`src/rtl/bht_assoc_if.sv`:
```
// IF-lookup / EX-update / redirect bundle for the associative branch history table.
// The master side is the pipeline; the slave side is the table itself.
interface bht_assoc_if #(
    parameter int unsigned ADDR_W = 32,
    parameter int unsigned STAT_W = 16
) ();
    logic [ADDR_W-1:0] IFpc;
    logic              IFpcchoose;
    logic [ADDR_W-1:0] IFnpc;
    logic              ex_valid;
    logic [ADDR_W-1:0] Expc;
    logic [ADDR_W-1:0] Exnpc;
    logic              Expcchoose;
    logic [ADDR_W-1:0] Expredpc;
    logic              isjmp;
    logic              pcclear;
    logic [ADDR_W-1:0] clear_npc;
    logic [STAT_W-1:0] mispred_cnt;

    modport master (
        output IFpc, ex_valid, Expc, Exnpc, Expcchoose, Expredpc, isjmp,
        input  IFpcchoose, IFnpc, pcclear, clear_npc, mispred_cnt
    );

    modport slave (
        input  IFpc, ex_valid, Expc, Exnpc, Expcchoose, Expredpc, isjmp,
        output IFpcchoose, IFnpc, pcclear, clear_npc, mispred_cnt
    );
endinterface

```
`src/rtl/bht_assoc.sv`:
```
// Fully associative branch history table: saturating counters, stored targets,
// true-LRU replacement, registered redirect and a saturating misprediction counter.
module bht_assoc #(
    parameter int unsigned ENTRIES  = 8,
    parameter int unsigned ADDR_W   = 32,
    parameter int unsigned CNT_W    = 2,
    parameter int unsigned INIT_CNT = 1,
    parameter int unsigned STAT_W   = 16
) (
    input  logic           clk_sys,
    input  logic           rst_n,
    bht_assoc_if.slave     bus
);
    localparam int unsigned IDX_W = (ENTRIES > 1) ? $clog2(ENTRIES) : 1;

    logic [ENTRIES-1:0] valid_q, valid_d;
    logic [ADDR_W-1:0]  addr_q [ENTRIES];
    logic [ADDR_W-1:0]  addr_d [ENTRIES];
    logic [ADDR_W-1:0]  tgt_q  [ENTRIES];
    logic [ADDR_W-1:0]  tgt_d  [ENTRIES];
    logic [CNT_W-1:0]   cnt_q  [ENTRIES];
    logic [CNT_W-1:0]   cnt_d  [ENTRIES];
    logic [IDX_W-1:0]   age_q  [ENTRIES];
    logic [IDX_W-1:0]   age_d  [ENTRIES];

    logic              pcclear_q, pcclear_d;
    logic [ADDR_W-1:0] clear_npc_q, clear_npc_d;
    logic [STAT_W-1:0] mispred_q, mispred_d;

    logic             lk_hit;
    logic [IDX_W-1:0] lk_idx;
    logic             ex_hit;
    logic [IDX_W-1:0] ex_idx;
    logic             vic_found;
    logic [IDX_W-1:0] vic_idx;
    logic [IDX_W-1:0] upd_idx;
    logic             touch;
    logic             redir;
    logic [ADDR_W-1:0] redir_pc;

    always_comb begin
        lk_hit = 1'b0;
        lk_idx = '0;
        for (int unsigned i = 0; i < ENTRIES; i++) begin
            if (valid_q[i] && (addr_q[i] == bus.IFpc)) begin
                lk_hit = 1'b1;
                lk_idx = IDX_W'(i);
            end
        end
    end

    assign bus.IFpcchoose  = lk_hit && cnt_q[lk_idx][CNT_W-1];
    assign bus.IFnpc       = bus.IFpcchoose ? tgt_q[lk_idx] : '0;
    assign bus.pcclear     = pcclear_q;
    assign bus.clear_npc   = clear_npc_q;
    assign bus.mispred_cnt = mispred_q;

    always_comb begin
        valid_d   = valid_q;
        addr_d    = addr_q;
        tgt_d     = tgt_q;
        cnt_d     = cnt_q;
        age_d     = age_q;
        ex_hit    = 1'b0;
        ex_idx    = '0;
        vic_found = 1'b0;
        vic_idx   = '0;
        upd_idx   = '0;
        touch     = 1'b0;
        redir     = 1'b0;
        redir_pc  = clear_npc_q;

        for (int unsigned i = 0; i < ENTRIES; i++) begin
            if (valid_q[i] && (addr_q[i] == bus.Expc)) begin
                ex_hit = 1'b1;
                ex_idx = IDX_W'(i);
            end
        end

        // Victim: lowest-index invalid entry, else the oldest (age ENTRIES-1).
        for (int unsigned i = 0; i < ENTRIES; i++) begin
            if (!vic_found && !valid_q[i]) begin
                vic_found = 1'b1;
                vic_idx   = IDX_W'(i);
            end
        end
        if (!vic_found) begin
            for (int unsigned i = 0; i < ENTRIES; i++) begin
                if (age_q[i] == IDX_W'(ENTRIES - 1)) vic_idx = IDX_W'(i);
            end
        end

        if (bus.ex_valid) begin
            if (bus.isjmp) begin
                touch   = 1'b1;
                upd_idx = ex_hit ? ex_idx : vic_idx;
                if (ex_hit) begin
                    if (cnt_q[upd_idx] != '1) cnt_d[upd_idx] = cnt_q[upd_idx] + 1'b1;
                end else begin
                    valid_d[upd_idx] = 1'b1;
                    addr_d[upd_idx]  = bus.Expc;
                    cnt_d[upd_idx]   = CNT_W'(INIT_CNT);
                end
                tgt_d[upd_idx] = bus.Exnpc;
                redir    = !bus.Expcchoose || (bus.Expredpc != bus.Exnpc);
                redir_pc = bus.Exnpc;
            end else begin
                if (ex_hit && (cnt_q[ex_idx] != '0)) cnt_d[ex_idx] = cnt_q[ex_idx] - 1'b1;
                redir    = bus.Expcchoose;
                redir_pc = bus.Expc + ADDR_W'(4);
            end
        end

        if (touch) begin
            for (int unsigned i = 0; i < ENTRIES; i++) begin
                if (IDX_W'(i) == upd_idx)          age_d[i] = '0;
                else if (age_q[i] < age_q[upd_idx]) age_d[i] = age_q[i] + 1'b1;
            end
        end

        pcclear_d   = redir;
        clear_npc_d = redir ? redir_pc : clear_npc_q;
        mispred_d   = (redir && (mispred_q != '1)) ? mispred_q + 1'b1 : mispred_q;
    end

    always_ff @(posedge clk_sys or negedge rst_n) begin
        if (!rst_n) begin
            valid_q     <= '0;
            pcclear_q   <= 1'b0;
            clear_npc_q <= '0;
            mispred_q   <= '0;
            for (int unsigned i = 0; i < ENTRIES; i++) begin
                addr_q[i] <= '0;
                tgt_q[i]  <= '0;
                cnt_q[i]  <= '0;
                age_q[i]  <= IDX_W'(i);
            end
        end else begin
            valid_q     <= valid_d;
            addr_q      <= addr_d;
            tgt_q       <= tgt_d;
            cnt_q       <= cnt_d;
            age_q       <= age_d;
            pcclear_q   <= pcclear_d;
            clear_npc_q <= clear_npc_d;
            mispred_q   <= mispred_d;
        end
    end
endmodule

```
`src/flat_wrapper.sv`:
```
// flat-port wrapper written by rule: the top's interface ports become plain ports
module bht_assoc_flat 
#(
    parameter int unsigned ENTRIES  = 8,
    parameter int unsigned ADDR_W   = 32,
    parameter int unsigned CNT_W    = 2,
    parameter int unsigned INIT_CNT = 1,
    parameter int unsigned STAT_W   = 16
)
  (clk_sys, rst_n, bus_IFpc, bus_ex_valid, bus_Expc, bus_Exnpc, bus_Expcchoose, bus_Expredpc, bus_isjmp, bus_IFpcchoose, bus_IFnpc, bus_pcclear, bus_clear_npc, bus_mispred_cnt);
  bht_assoc_if #(.ADDR_W(ADDR_W), .STAT_W(STAT_W)) bus_i ();
  input  logic clk_sys;
  input  logic rst_n;
  input wire logic [$bits(bus_i.IFpc)-1:0] bus_IFpc;
  input wire logic [$bits(bus_i.ex_valid)-1:0] bus_ex_valid;
  input wire logic [$bits(bus_i.Expc)-1:0] bus_Expc;
  input wire logic [$bits(bus_i.Exnpc)-1:0] bus_Exnpc;
  input wire logic [$bits(bus_i.Expcchoose)-1:0] bus_Expcchoose;
  input wire logic [$bits(bus_i.Expredpc)-1:0] bus_Expredpc;
  input wire logic [$bits(bus_i.isjmp)-1:0] bus_isjmp;
  output wire logic [$bits(bus_i.IFpcchoose)-1:0] bus_IFpcchoose;
  output wire logic [$bits(bus_i.IFnpc)-1:0] bus_IFnpc;
  output wire logic [$bits(bus_i.pcclear)-1:0] bus_pcclear;
  output wire logic [$bits(bus_i.clear_npc)-1:0] bus_clear_npc;
  output wire logic [$bits(bus_i.mispred_cnt)-1:0] bus_mispred_cnt;
  assign bus_i.IFpc = bus_IFpc;
  assign bus_i.ex_valid = bus_ex_valid;
  assign bus_i.Expc = bus_Expc;
  assign bus_i.Exnpc = bus_Exnpc;
  assign bus_i.Expcchoose = bus_Expcchoose;
  assign bus_i.Expredpc = bus_Expredpc;
  assign bus_i.isjmp = bus_isjmp;
  assign bus_IFpcchoose = bus_i.IFpcchoose;
  assign bus_IFnpc = bus_i.IFnpc;
  assign bus_pcclear = bus_i.pcclear;
  assign bus_clear_npc = bus_i.clear_npc;
  assign bus_mispred_cnt = bus_i.mispred_cnt;
  bht_assoc #(.ENTRIES(ENTRIES), .ADDR_W(ADDR_W), .CNT_W(CNT_W), .INIT_CNT(INIT_CNT), .STAT_W(STAT_W)) u_core (.clk_sys(clk_sys), .rst_n(rst_n), .bus(bus_i));
endmodule
```
`config.mk`:
```
export PLATFORM = sky130hd
export DESIGN_NAME = bht_assoc_flat
export DESIGN_NICKNAME = d
export VERILOG_FILES = /design/src/rtl/bht_assoc_if.sv /design/src/rtl/bht_assoc.sv /design/src/flat_wrapper.sv
export SDC_FILE = /design/constraint.sdc
export NUM_CORES = 2
export LEC_CHECK = 0
export ABC_AREA = 1
export ABC_CLOCK_PERIOD_IN_PS = 5260
export BUFFER_PORTS_ARGS = -buffer_cell sky130_fd_sc_hd__buf_4
export CELL_PAD_IN_SITES_DETAIL_PLACEMENT = 1
export CELL_PAD_IN_SITES_GLOBAL_PLACEMENT = 1
export CORE_MARGIN = 10
export CORE_UTILIZATION = 25
export DETAILED_ROUTE_END_ITERATION = 8
export PLACE_DENSITY = 0.47
export SLEW_MARGIN = 20
export SYNTH_ARGS = -nofsm -noshare
export SYNTH_HDL_FRONTEND = slang
export SYNTH_SLANG_ARGS = --single-unit
```
`constraint.sdc`:
```
create_clock -name clk_sys -period 5.26 [get_ports clk_sys]
set_clock_uncertainty 0.05 [all_clocks]
set_input_delay 0.789 -clock clk_sys [delete_from_list [all_inputs] [get_ports clk_sys]]
set_output_delay 0.789 -clock clk_sys [all_outputs]
set_load 0.05 [all_outputs]
```
---- Word-level counts from Yosys, hierarchy flattened ----
Index checks and enable logic that the tools add are counted.
storage, ports and cells
  input port bits ......................... 133
  bits in registers ....................... 609
  logic and storage cells ................. 285
  output and inout bits ................... 82
operators by class
  bitwise logic cells ..................... 9
  reductions and logical operators ........ 67
  eq/ne operators ......................... 35
  add/sub/neg operators ................... 12
  order comparisons ....................... 16
  muxes and demuxes ....................... 110
operator list
  operator                                                          count
  256-bit bitwise mux                                               2
  32-bit equality test                                              16
  32-bit two-way mux                                                5
  3-bit two-way mux                                                 42
  32-bit binary-select mux with 3-bit select                        1
  32-bit demux with 3-bit select                                    1
  16-bit two-way mux                                                4
  32-bit by 3-bit adder with 32-bit output (second input constant)  1
  16-bit bitwise mux                                                2
  1-bit two-way mux                                                 32
  32-bit inequality test                                            1
  1-bit logical AND                                                 29
  2-bit two-way mux                                                 14
  3-bit by 1-bit adder with 3-bit output (second input constant)    8
  3-bit equality test (second input constant)                       8
  3-bit < comparator                                                8
  2-bit AND reduction                                               10
  2-bit nonzero test                                                10
  2-bit binary-select mux with 3-bit select                         3
  16-bit by 1-bit adder with 16-bit output (second input constant)  1
  4-bit greater-or-equal comparator (second input constant)         4
  16-bit inequality test (second input constant)                    1
  3-bit inverter with 4-bit output                                  4
  8-bit bitwise OR                                                  2
  other kinds (20)                                                  40

---- Logic depth before layout (Yosys ltp) ----
  depth after elaboration ................. 40
  mapped depth ............................ 34
  gate-level depth less buffers ........... 32

---- Worst setup path before layout ----
Ideal clock, no wire load.
  path type ............................... input to output
  start point ............................. input port bus_IFpc[20]
  end point ............................... output port bus_IFnpc[10]
  data required time ...................... 4.421 ns
  stages on the path ...................... 19
  setup slack ............................. 0.097 ns
  arrival time ............................ 4.324 ns
  path buffers ............................ 3
  path through ............................ clkbuf_1 -> o22ai_1 -> nor3_1 -> nand2_1 -> nor4b_1 -> nand3_1 -> nand2_1 -> nand2_1 -> nand2_1 -> nand2_1 -> nand2_1 -> buf_2 -> nand2_1 -> o211ai_1 -> nand3_1 -> nand2_1 -> inv_1 -> clkbuf_1 -> nor3_1
between the ends
  word-level cells in the longest chain between the ends .. 15
  elaborated cells on any way between the ends .. 40
  those cells by class .................... eq/ne: 8; mux: 22; bitwise: 1; reduce/logical: 9
ends and longest elaborated chain
  element                                                 line                text
  start, declared                                         flat_wrapper.sv:14  input wire logic [$bits(bus_i.IFpc)-1:0] bus_IFpc;
  32-bit equality test                                    bht_assoc.sv:45     if (valid_q[i] && (addr_q[i] == bus.IFpc)) begin
  1-bit logical AND                                       bht_assoc.sv:45
  1-bit two-way mux                                       bht_assoc.sv:45
  2-bit two-way mux (2 in series)                         bht_assoc.sv:45
  3-bit two-way mux (4 in series)                         bht_assoc.sv:45
  3-bit inverter with 4-bit output (not written as such)  bht_assoc.sv:52     assign bus.IFpcchoose = lk_hit && cnt_q[lk_idx][CNT_W-1];
  2-bit binary-select mux with 3-bit select               bht_assoc.sv:52
  2-bit two-way mux (not written as such) (2 in series)   bht_assoc.sv:52
  1-bit logical AND *                                     bht_assoc.sv:52
  net bus_IFpcchoose                                      flat_wrapper.sv:21  output wire logic [$bits(bus_i.IFpcchoose)-1:0] bus_IFpcchoose;
  32-bit two-way mux *                                    bht_assoc.sv:53     assign bus.IFnpc = bus.IFpcchoose ? tgt_q[lk_idx] : '0;
  end, declared                                           flat_wrapper.sv:22  output wire logic [$bits(bus_i.IFnpc)-1:0] bus_IFnpc;
The timed path passes the listed nets; every way through them passes the cells marked *. The select of a mux whose other input is x is not followed.

---- Worst setup path after layout ----
  start point ............................. register u_core.addr_q[147] in the netlist's numbering
  end point ............................... output port bus_IFnpc[26]
between the ends
  word-level cells in the longest chain between the ends .. 13
  elaborated cells on any way between the ends .. 21
  those cells by class .................... eq/ne: 1; mux: 17; bitwise: 1; reduce/logical: 2
ends and longest elaborated chain
  element                                                 line                              text
  start, declared                                         bht_assoc.sv:17                   logic [ADDR_W-1:0] addr_q [ENTRIES];
  start signal, assigned                                  bht_assoc.sv:140                  addr_q <= addr_d;
  32-bit equality test *                                  bht_assoc.sv:45
  1-bit logical AND *                                     bht_assoc.sv:45
  2-bit two-way mux                                       bht_assoc.sv:45
  3-bit two-way mux (4 in series)                         bht_assoc.sv:45
  3-bit inverter with 4-bit output (not written as such)  bht_assoc.sv:52, bht_assoc.sv:53
  2-bit binary-select mux with 3-bit select               bht_assoc.sv:52
  2-bit two-way mux (not written as such) (2 in series)   bht_assoc.sv:52
  1-bit logical AND                                       bht_assoc.sv:52
  32-bit two-way mux *                                    bht_assoc.sv:53
Every way passes the cells marked *; elsewhere a longest branch is shown, timed or not. The select of a mux whose other input is x is not followed.

==> run_results.csv <==
group,metric,value,unit
status,status,"completed",
power_and_ir_drop,pwr_density_cell,530,mW/mm2
routing,ant_nets,0,
flow_run,max-cap-violations,0,
final_layout,layout_commonest_cell,"nand2_1",
timing,setup_viol,0,
die,io_pins,215,
die,initial_core_util,25.1,%
worst_setup_path,path_buf_inv,5,
logic_synthesis,synth_flop_cell,"dfrtp_1",
timing,slew_headroom,41.4,%
worst_setup_path,required,4.42,ns
final_layout,nFillCells,16800,
logic_synthesis,yosysSeqAreaShare,43.6,%
clocking,clock_sinks,609,
die,num_rows,137,
worst_setup_path,path_cells,"xor2_1, nor4_1, nand2_1, nor4_1, nand3_1, nand2_1, nand2_1, nand2_1, nand2_1, nand2_4, nand2_1, o211ai_1, nand3_1, nand2_2, clkinv_1, buf_4, buf_12, nor3_1, buf_4, buf_4",
clocking,path_clk_slew,0.06,ns
worst_setup_path,cp_common_cell,"nand2_1",
worst_setup_path,critPathArrivalTime,4.25,ns
grt,grt_antenna_before_repair,10,
placed_design,placed_area,0.0406,mm2
logic_synthesis,synth.distinct_cells,63,
timing,tightest_slew,0.879,ns
clocking,postCtsHoldBufs,0,
logic_synthesis,synth_seq_cells,609,
grt,groute.usage.overall,24.0,%
timing,fmax,196,MHz
routing,first_pass_iters,6,
die,dieArea,0.155,mm2
final_layout,syn_to_final_growth,24.7,%
logic_synthesis,ys.warnings.count,0,
final_layout,fin_util,31.3,%
final_layout,final_cells,7044,
placed_design,dpl.cell_count,6892,
worst_setup_path,slowest_stage,"dfrtp_1",
routing,via_per_inst,4.97,
clocking,cts_tree,"built",
worst_hold_path,hp-class,"in -> async",
worst_setup_path,cp-start-kind,"flop",
final_layout,multi_input_area,0.0171,mm2
placed_design,place.gp.congestion,1.02,
clocking,cts_made_buffers,83,
power_and_ir_drop,finalPower,0.0231,W
power_and_ir_drop,p_leak,20.8,nW
worst_setup_path,worstPathMaxFanout,9,
logic_synthesis,synth_nets,4941,
routing,vias,35000,
logic_synthesis,syn_area_per_cell,7.33,um2
final_layout,layout-drive-gt1-share,15.8,%
die,die_h,394,um
clocking,htreeDepth,3,
final_layout,regArea,0.0153,mm2
routing,wl_per_cell,27.3,um
grt,grt_pass1_vias,36100,
grt,grt_max_degree,112,
timing,finalHoldViolations,0,
timing,slew_violations,0,
clocking,clockBufferDepth,3,
clocking,clock_latency,0.71,ns
logic_synthesis,synth_edf_count,0,
worst_setup_path,r2r_cells,25,
worst_setup_path,slowest_delay,0.64,ns
final_layout,final_cell_mix,"nand2_1 (1590), o21ai_0 (627), dfrtp_1 (592), buf_4 (465), inv_1 (347)",
logic_synthesis,syn_area,0.0350,mm2
final_layout,nets,5265,
timing,layout_min_cycle_time,5.09,ns
grt,grt-ovfl-total,0,
worst_setup_path,cp_top_family,"simple AND/OR/NAND/NOR gates",
placed_design,dpl.hpwl,144,mm
placed_design,io_buffers,214,
timing,finalCritPeriodShare,96.8,%
die,die_x,394,um
logic_synthesis,synth_cells,4780,
routing,routed_wl,193,mm
worst_setup_path,crit_cells,20,
worst_setup_path,crit_type,"reg -> out",
routing,drt_iter0_markers,2500,
clocking,root_buffer,"clkbuf_16",
timing,grt_setup_unrepaired,"true",
routing,route.detailed.drc,0,
worst_setup_path,endpoint_kind,"primary output",
logic_synthesis,synthArstFlopShare,100,%
final_layout,final_area,0.0437,mm2
power_and_ir_drop,vdd_ir_drop_max,0.337,mV
grt,grt_pass1_wl,274,mm
die,core,0.139,mm2
## area by class of cell
type | instances | share of cell area, %
Antenna cell | 6 | 0.0344
Clock buffer | 110 | 5.36
Clock inverter | 33 | 1.01
Inverter | 398 | 3.49
Multi-Input combinational cell | 3490 | 39.2
Sequential cell | 609 | 35.0
Tap cell | 1876 | 5.38
Timing Repair Buffer | 522 | 10.5
## cell usage after synthesis, types with 5 or more instances
| cell | instances | area share, % |
|---|---|---|
| a31oi_1 | 14 | 0.25 |
| nand2_4 | 5 | 0.16 |
| buf_2 | 64 | 0.91 |
| ha_1 | 28 | 1.0 |
| nand3_2 | 8 | 0.23 |
| a221oi_1 | 12 | 0.30 |
| xor2_1 | 109 | 2.7 |
| nand4_1 | 53 | 0.95 |
| inv_2 | 26 | 0.28 |
| nand2_2 | 19 | 0.34 |
| o2111ai_1 | 26 | 0.65 |
| nor4_1 | 36 | 0.64 |
| o21ai_1 | 7 | 0.10 |
| o211ai_1 | 11 | 0.24 |
| nand2_1 | 1603 | 17 |
| inv_1 | 359 | 3.8 |
| nor2_2 | 10 | 0.18 |
| dfrtp_1 | 597 | 43 |
| o221ai_1 | 6 | 0.15 |
| buf_6 | 8 | 0.26 |
| inv_4 | 6 | 0.11 |
| buf_1 | 17 | 0.18 |
| a22oi_1 | 7 | 0.15 |
| nor2_1 | 255 | 2.7 |
| buf_4 | 27 | 0.58 |
| o22ai_1 | 90 | 1.6 |
| a21oi_1 | 112 | 1.6 |
| a211oi_1 | 14 | 0.30 |
| nor3_1 | 60 | 0.86 |
| xnor2_1 | 107 | 2.7 |
| clkinv_1 | 5 | 0.054 |
| dfstp_2 | 12 | 0.90 |
| clkbuf_1 | 167 | 1.8 |
| o21ai_0 | 628 | 9.0 |
| nand3_1 | 217 | 3.1 |
| or2_1 | 6 | 0.11 |
## power by group
group | switching (W) | internal (W) | total (W)
sequential | 0.00234 | 0.00661 | 0.00895
clock | 0.00241 | 0.00348 | 0.00589
combinational | 0.00517 | 0.00312 | 0.00829
total | 0.00992 | 0.0132 | 0.0231
## layer usage
layer | vias up | wire, um | share of wire [%] | track usage (%)
li1 | 16200 | - | - | -
met2 | 918 | 90400 | 47 | 40.0
met5 | - | 60 | 0.031 | 0
met1 | 17500 | 84000 | 44 | 30.9
met4 | 8 | 9910 | 5.1 | 10.6
met3 | 342 | 8210 | 4.3 | 3.29
## flip-flops by register name, summed over array words and instances (netlist names)
signal / flops
u_core.bus.pcclear: 1
u_core.addr_q: 256
u_core.bus.mispred_cnt: 16
u_core.valid_q: 8
u_core.tgt_q: 256
u_core.cnt_q: 16
u_core.bus.clear_npc: 32
u_core.age_q: 24
## final timing paths
kind | startpoint | to | slack, ns
setup / recovery | u_core.addr_q[147] | bus_IFnpc[26] | 0.17
hold / removal | rst_n | u_core.tgt_q[232] | 0.03
setup reg to reg | u_core.valid_q[2] | u_core.cnt_q[14] | 0.81
hold reg to reg | u_core.cnt_q[10] | u_core.cnt_q[10] | 0.43
max in group asynchronous | rst_n | u_core.addr_q[131] | 3.82
min in group clk_sys | bus_Exnpc[0] | u_core.bus.clear_npc[0] | 0.32
## worst register-to-register path, cell delays in order, from the launching register on
cell	delay (ns)
dfrtp_2	0.46
inv_1	0.15
a21oi_1	0.23
nand2_1	0.08
nor2_1	0.30
nand2_1	0.10
nor2_1	0.31
nand3_2	0.23
nand2_1	0.11
nand2_1	0.06
nand2_2	0.09
nand2_4	0.08
nand2_1	0.07
nand2_1	0.17
o211ai_1	0.22
nand2_1	0.08
o21ai_0	0.12
nand4_1	0.19
ha_1	0.24
o21ai_0	0.14
and3_1	0.18
buf_4	0.14
o221ai_1	0.22
a21oi_1	0.21
o21ai_0	0.11
nand2_1	0.06
## logic make-up (layout without fill, tap and decap cells)
group / count (synthesis) / after routing / synth area share (%)
other: 0 / 6 / 0
flip-flops: 609 / 609 / 43.6
XOR/XNOR: 216 / 216 / 5.40
buffers and inverters: 681 / 1063 / 8.06
multiplexers: 1 / 1 / 0.0322
AO/OA/AOI/OAI: 943 / 943 / 14.7
AND/OR/NAND/NOR: 2302 / 2302 / 27.2
adder cells (fa/ha/maj): 28 / 28 / 1.00
## metrics by stage
stage | worst slack, ns | TNS (ns) | hold WS (ns)
3_3_place_gp | -0.289 | -1.42 | 0.413
5_1_grt | -0.00598 | -0.00975 | 0.0608
3_5_place_dp | -0.135 | -0.325 | 0.420
4_1_cts | 0.00233 | 0 | 0.0864
2_1_floorplan | 0.0969 | 0 | 0.399
6_report | 0.166 | 0 | 0.0348
## what timing repair did
item | 4_1_cts | 5_1_grt
resized for setup | 10 | 35
setup buffers | 0 | 2
endpoints found under the setup margin | 32 | 32
gates cloned | 0 | 1
pin swaps | 0 | 4
hold endpoints to repair | 0 | 0
Power figures use the tool's default switching activity.
